$ cat config.mk
export PLATFORM = sky130hd
export DESIGN_NAME = if_id_queue
export DESIGN_NICKNAME = d
export VERILOG_FILES = /design/src/rtl/if_id_queue_pkg.sv /design/src/rtl/inst_fifo.sv /design/src/rtl/if_id_queue.sv
export SDC_FILE = /design/constraint.sdc
export NUM_CORES = 1
export LEC_CHECK = 0
export BUFFER_PORTS_ARGS = -buffer_cell sky130_fd_sc_hd__buf_2
export CAP_MARGIN = 25
export CORE_ASPECT_RATIO = 1.5
export CORE_MARGIN = 2
export CORE_UTILIZATION = 23
export CTS_BUF_LIST = sky130_fd_sc_hd__clkbuf_2 sky130_fd_sc_hd__clkbuf_4 sky130_fd_sc_hd__clkbuf_8
export DETAILED_ROUTE_END_ITERATION = 8
export PLACE_DENSITY = 0.51
export SLEW_MARGIN = 10
export SYNTH_ARGS = -nofsm -noshare
export SYNTH_HDL_FRONTEND = slang
export SYNTH_HIERARCHICAL = 1
export SYNTH_SLANG_ARGS = --single-unit
$ cat constraint.sdc
create_clock -name clk -period 3.1 [get_ports clk]
set_input_delay 0.31 -clock clk [delete_from_list [all_inputs] [get_ports clk]]
set_output_delay 0.31 -clock clk [all_outputs]
set_load 0.01 [all_outputs]
$ cat src/rtl/if_id_queue_pkg.sv
// rtl/if_id_queue_pkg.sv - shared bus widths and constant words for the IF/ID queue
package if_id_queue_pkg;

    localparam int INST_ADDR_BUS = 32;
    localparam int INST_BUS      = 32;

    localparam logic [31:0] ZERO_WORD = 32'h0000_0000;
    localparam logic [31:0] NOP_INST  = 32'h0000_0000;

endpackage

$ cat src/rtl/inst_fifo.sv
// rtl/inst_fifo.sv - in-order storage for fetched pc/inst pairs
module inst_fifo #(
    parameter int  DEPTH  = 4,
    parameter int  DATA_W = 64,
    localparam int PTR_W  = $clog2(DEPTH)
) (
    input  logic              clk,
    input  logic              rst_n,
    input  logic              clear,
    input  logic              push,
    input  logic [DATA_W-1:0] push_data,
    input  logic              pop,
    output logic [DATA_W-1:0] head_data,
    output logic              full,
    output logic              empty,
    output logic [PTR_W:0]    count
);

    localparam logic [PTR_W:0] FULL_CNT = (PTR_W+1)'(DEPTH);

    logic [DATA_W-1:0] mem [DEPTH];
    logic [PTR_W-1:0]  wr_ptr;
    logic [PTR_W-1:0]  rd_ptr;

    assign full      = (count == FULL_CNT);
    assign empty     = (count == '0);
    assign head_data = mem[rd_ptr];

    // Storage is not reset; only the pointers and count define what is valid.
    always_ff @(posedge clk) begin
        if (push && !clear) begin
            mem[wr_ptr] <= push_data;
        end
    end

    // Pointers wrap naturally because DEPTH is a power of two.
    always_ff @(posedge clk or negedge rst_n) begin
        if (!rst_n) begin
            wr_ptr <= '0;
            rd_ptr <= '0;
            count  <= '0;
        end else if (clear) begin
            wr_ptr <= '0;
            rd_ptr <= '0;
            count  <= '0;
        end else begin
            if (push) begin
                wr_ptr <= wr_ptr + 1'b1;
            end
            if (pop) begin
                rd_ptr <= rd_ptr + 1'b1;
            end
            case ({push, pop})
                2'b10:   count <= count + 1'b1;
                2'b01:   count <= count - 1'b1;
                default: count <= count;
            endcase
        end
    end

endmodule

$ cat src/rtl/if_id_queue.sv
// rtl/if_id_queue.sv - IF/ID instruction queue with registered decode stage and empty-queue bypass
module if_id_queue
    import if_id_queue_pkg::*;
#(
    parameter int  ADDR_W = INST_ADDR_BUS,
    parameter int  INST_W = INST_BUS,
    parameter int  DEPTH  = 4,
    localparam int PTR_W  = $clog2(DEPTH)
) (
    input  logic              clk,
    input  logic              rst,
    input  logic              flush,
    input  logic              if_valid,
    input  logic [ADDR_W-1:0] if_pc,
    input  logic [INST_W-1:0] if_inst,
    output logic              if_ready,
    input  logic              id_stall,
    output logic              id_valid,
    output logic [ADDR_W-1:0] id_pc,
    output logic [INST_W-1:0] id_inst,
    output logic [PTR_W:0]    count
);

    logic              fifo_full;
    logic              fifo_empty;
    logic              push_req;
    logic              bypass;
    logic              fifo_pop;
    logic              fifo_push;
    logic [ADDR_W-1:0] head_pc;
    logic [INST_W-1:0] head_inst;

    // if_ready comes from registered state only, so a same-cycle pop never frees a slot.
    assign if_ready  = ~fifo_full;
    assign push_req  = if_valid & if_ready;
    assign fifo_pop  = ~id_stall & ~fifo_empty;
    assign bypass    = ~id_stall & fifo_empty & push_req;
    assign fifo_push = push_req & ~bypass;

    inst_fifo #(
        .DEPTH  (DEPTH),
        .DATA_W (ADDR_W + INST_W)
    ) u_inst_fifo (
        .clk       (clk),
        .rst_n     (rst),
        .clear     (flush),
        .push      (fifo_push),
        .push_data ({if_pc, if_inst}),
        .pop       (fifo_pop),
        .head_data ({head_pc, head_inst}),
        .full      (fifo_full),
        .empty     (fifo_empty),
        .count     (count)
    );

    always_ff @(posedge clk or negedge rst) begin
        if (!rst) begin
            id_valid <= 1'b0;
            id_pc    <= ADDR_W'(ZERO_WORD);
            id_inst  <= INST_W'(ZERO_WORD);
        end else if (flush) begin
            id_valid <= 1'b0;
            id_pc    <= ADDR_W'(ZERO_WORD);
            id_inst  <= INST_W'(NOP_INST);
        end else if (!id_stall) begin
            if (!fifo_empty) begin
                id_valid <= 1'b1;
                id_pc    <= head_pc;
                id_inst  <= head_inst;
            end else if (push_req) begin
                id_valid <= 1'b1;
                id_pc    <= if_pc;
                id_inst  <= if_inst;
            end else begin
                id_valid <= 1'b0;
                id_pc    <= ADDR_W'(ZERO_WORD);
                id_inst  <= INST_W'(NOP_INST);
            end
        end
    end

endmodule

==> flow_metrics.py <==
metrics = {
    "setup_path": {
        "critPathCapture": "u_inst_fifo/mem[0][63]",
        "reg2reg_slack_ns": 0.74,
        "worstSetupPathDepth": 6,
        "worstSetupPathType": "reg2reg",
        "cp_max_fo": 21,
        "cp.arrival_ns": 2.60,
        "r2r_start": "u_inst_fifo/count[2]",
        "critical-path-top-delay-family": "simple AND/OR/NAND/NOR gates",
        "critical_path.slowest_cell": "and2_4",
        "required_ns": 3.35,
        "critPathMaxStageDelay_ns": 0.46,
        "path_cells": "nor3b_1 > nand2b_1 > nor2_1 > nor2b_1 > and2_4 > buf_4",
        "r2r_end": "u_inst_fifo/mem[0][63]",
        "reg2reg_depth": 6,
        "startpoint": "u_inst_fifo/count[2]",
        "path_buf_inv": 1,
        "start_kind": "register",
        "cp-end-kind": "register",
    },
    "sta": {
        "finalSetupViolCount": 0,
        "worst_slack_ns": 0.744,
        "rsz0062_at_grt": "no",
        "setup_tns_ns": 0,
        "slew_viol_final": 0,
        "fin_skew_ns": 0.0276,
        "post-route-period-util_pct": 76.0,
        "max_slew.worst_pin.slew_ns": 0.919,
        "finalHoldViolCount": 0,
        "slew-limit-headroom_pct": 38.7,
        "post-route-min-period_ns": 2.36,
        "fmax_mhz": 424,
    },
    "detailed_routing": {
        "drt_iter0_drc": 452,
        "drc": 0,
        "ant_nets": 0,
        "firstDrtPassIters": 4,
        "routed_via_density": 4.26,
        "wl_per_cell_um": 19.2,
        "wl_mm": 34.3,
        "vias": 7605,
    },
    "die": {
        "die_x_um": 204,
        "initial_core_util_pct": 23.2,
        "core_um2": 59900,
        "dieArea_um2": 62300,
        "die_height_um": 305,
        "io_pins": 138,
        "fp-row-count": 110,
    },
    "placed_design": {
        "hpwl_mm": 21.2,
        "gp_congestion": 0.681,
        "placedCellCount": 1638,
        "io_buffers": 137,
        "place_area_um2": 15500,
        "dp_slack_ns": 0.746,
    },
    "cells_and_area": {
        "layout_commonest_cell": "edfxtp_1",
        "final_cells": 1787,
        "num-nets-final": 1038,
        "multi_input_area_um2": 3980,
        "drive_above_1_share_pct": 36.3,
        "fill_cells": 5984,
        "layout_common_cells": "edfxtp_1, buf_2, dfrtp_1, nand2b_1",
        "syn_to_final_growth_pct": 23.6,
        "regArea_um2": 9500,
        "design_area_um2": 17100,
    },
    "clocking": {
        "cts_resized": 0,
        "htree_levels": 2,
        "cts.sinks": 328,
        "cts_tree": "done",
        "clock_path_buffers": 3,
        "cts_setup_buffers": 0,
        "clockRootBuffer": "clkbuf_8",
        "clkLatencyLatePin_ns": 0.57,
        "hold_buffers": 61,
        "numCtsBuffers": 47,
        "clkTransAtPathRegs_ns": 0.06,
    },
    "grt": {
        "grt_overflow": 0,
        "grt_pass1_wl_mm": 52.7,
        "antenna_found_initial": 3,
        "first_global_vias": 8308,
        "grt_max_degree": 127,
        "grt_usage_pct": 11.1,
    },
    "yosys": {
        "yosysTopAreaCell": "edfxtp_1",
        "synth_top_area_share_pct": 55.4,
        "synth_top_cells_by_area": "edfxtp_1, dfrtp_1, mux4_2, or4b_1, o211ai_2",
        "synthCells": 755,
        "synthArstFlopShare_pct": 22.0,
        "yosys_most_used_dff": "edfxtp_1",
        "synth_edf_count": 256,
        "yosys_register_bits": 328,
        "synth_cell_type_count": 32,
        "netlist_area_um2": 13900,
        "syn_avg_cell_area_um2": 18.4,
        "syn_nets": 829,
        "yosys_warnings": 6,
        "synth-seq-area-share_pct": 68.4,
    },
    "min_path": {
        "hp-class": "in2reg",
        "hold_path_depth": 1,
    },
    "power_and_ir_drop": {
        "powerDensity_nw_per_um2": 710,
        "power_mw": 12.2,
        "p_leak_nw": 6.04,
        "ir_drop_v": 0.000224,
    },
    "job": {
        "maxCapViolations": 0,
    },
    "outcome": {
        "status": "complete, no violations",
    },
}
[metrics by stage]
step           util (%)  hold slack (ns)
2_1_floorplan         -           0.0144
3_3_place_gp       25.9            0.272
3_5_place_dp       25.9            0.279
4_1_cts            28.6           0.0166
5_1_grt            28.6           0.0174
6_report           28.6           0.0427
[final cells by class]
cell class	instances	area share [%]
clock buffers	71	4.97
multi-input cells	358	23.2
flip-flops and latches	328	55.4
clock inverters	14	1.02
repair buffers	225	9.52
inverters	4	0.0876
well taps	784	5.72
diodes	3	0.0438
[worst reg2reg max path: stages, from the launching register on]
cell and delay, ns:
dfrtp_1 0.43, nor3b_1 0.19, nand2b_1 0.18, nor2_1 0.19
nor2b_1 0.29, and2_4 0.46, buf_4 0.29
[cells in the mapped netlist (4+ instances only)]
cell,count
edfxtp_1,256
dfrtp_1,72
nand2b_1,65
mux4_2,64
nand3b_1,64
or4b_1,63
o211ai_2,43
clkbuf_1,26
o211ai_1,21
buf_6,18
buf_2,16
nor2_1,8
and2_1,4
ha_1,4
inv_1,4
[how the worst min path moves through the flow]
stage / startpoint / to
after floorplan: rst / id_inst[0]
after global placement: rst / id_inst[23]
after detailed placement: rst / id_inst[23]
after CTS: if_pc[21] / u_inst_fifo/mem[2][53]
after global routing: if_pc[21] / u_inst_fifo/mem[2][53]
final: if_pc[21] / u_inst_fifo/mem[0][53]
[logic make-up (layout without fill, tap and decap cells)]
logic type | Yosys count | in the layout | share of synthesized area, %
other | 0 | 3 | 0
AND/OR/NAND/NOR | 216 | 216 | 12.0
XOR/XNOR | 5 | 5 | 0.316
AO/OA/AOI/OAI | 66 | 66 | 5.12
buffers and inverters | 69 | 314 | 3.11
adder cells (fa/ha/maj) | 5 | 5 | 0.505
flip-flops | 328 | 328 | 68.4
multiplexers | 66 | 66 | 10.5
[report_power, final]
part | leakage (nW) | total (mW) | internal, mW | switching [mW]
Combinational | 2.22 | 2.83 | 1.35 | 1.49
Clock | 0.538 | 3.74 | 2.09 | 1.64
Sequential | 3.29 | 5.60 | 5.25 | 0.349
[layer usage]
metal	global-route usage [%]	vias up	share of wire, %
met4	3.17	0	2.0
met3	1.78	42	3.9
met5	0	-	0
li1	-	3456	-
met2	19.9	145	53
met1	13.6	3962	42
[state kept, by name, summed over array words and instances (netlist names)]
register / count
u_inst_fifo/mem: 256
id_pc: 32
id_inst: 32
u_inst_fifo/wr_ptr: 2
u_inst_fifo/count: 3
u_inst_fifo/rd_ptr: 2
id_valid: 1
No activity file was read; power rests on OpenSTA's default activity.
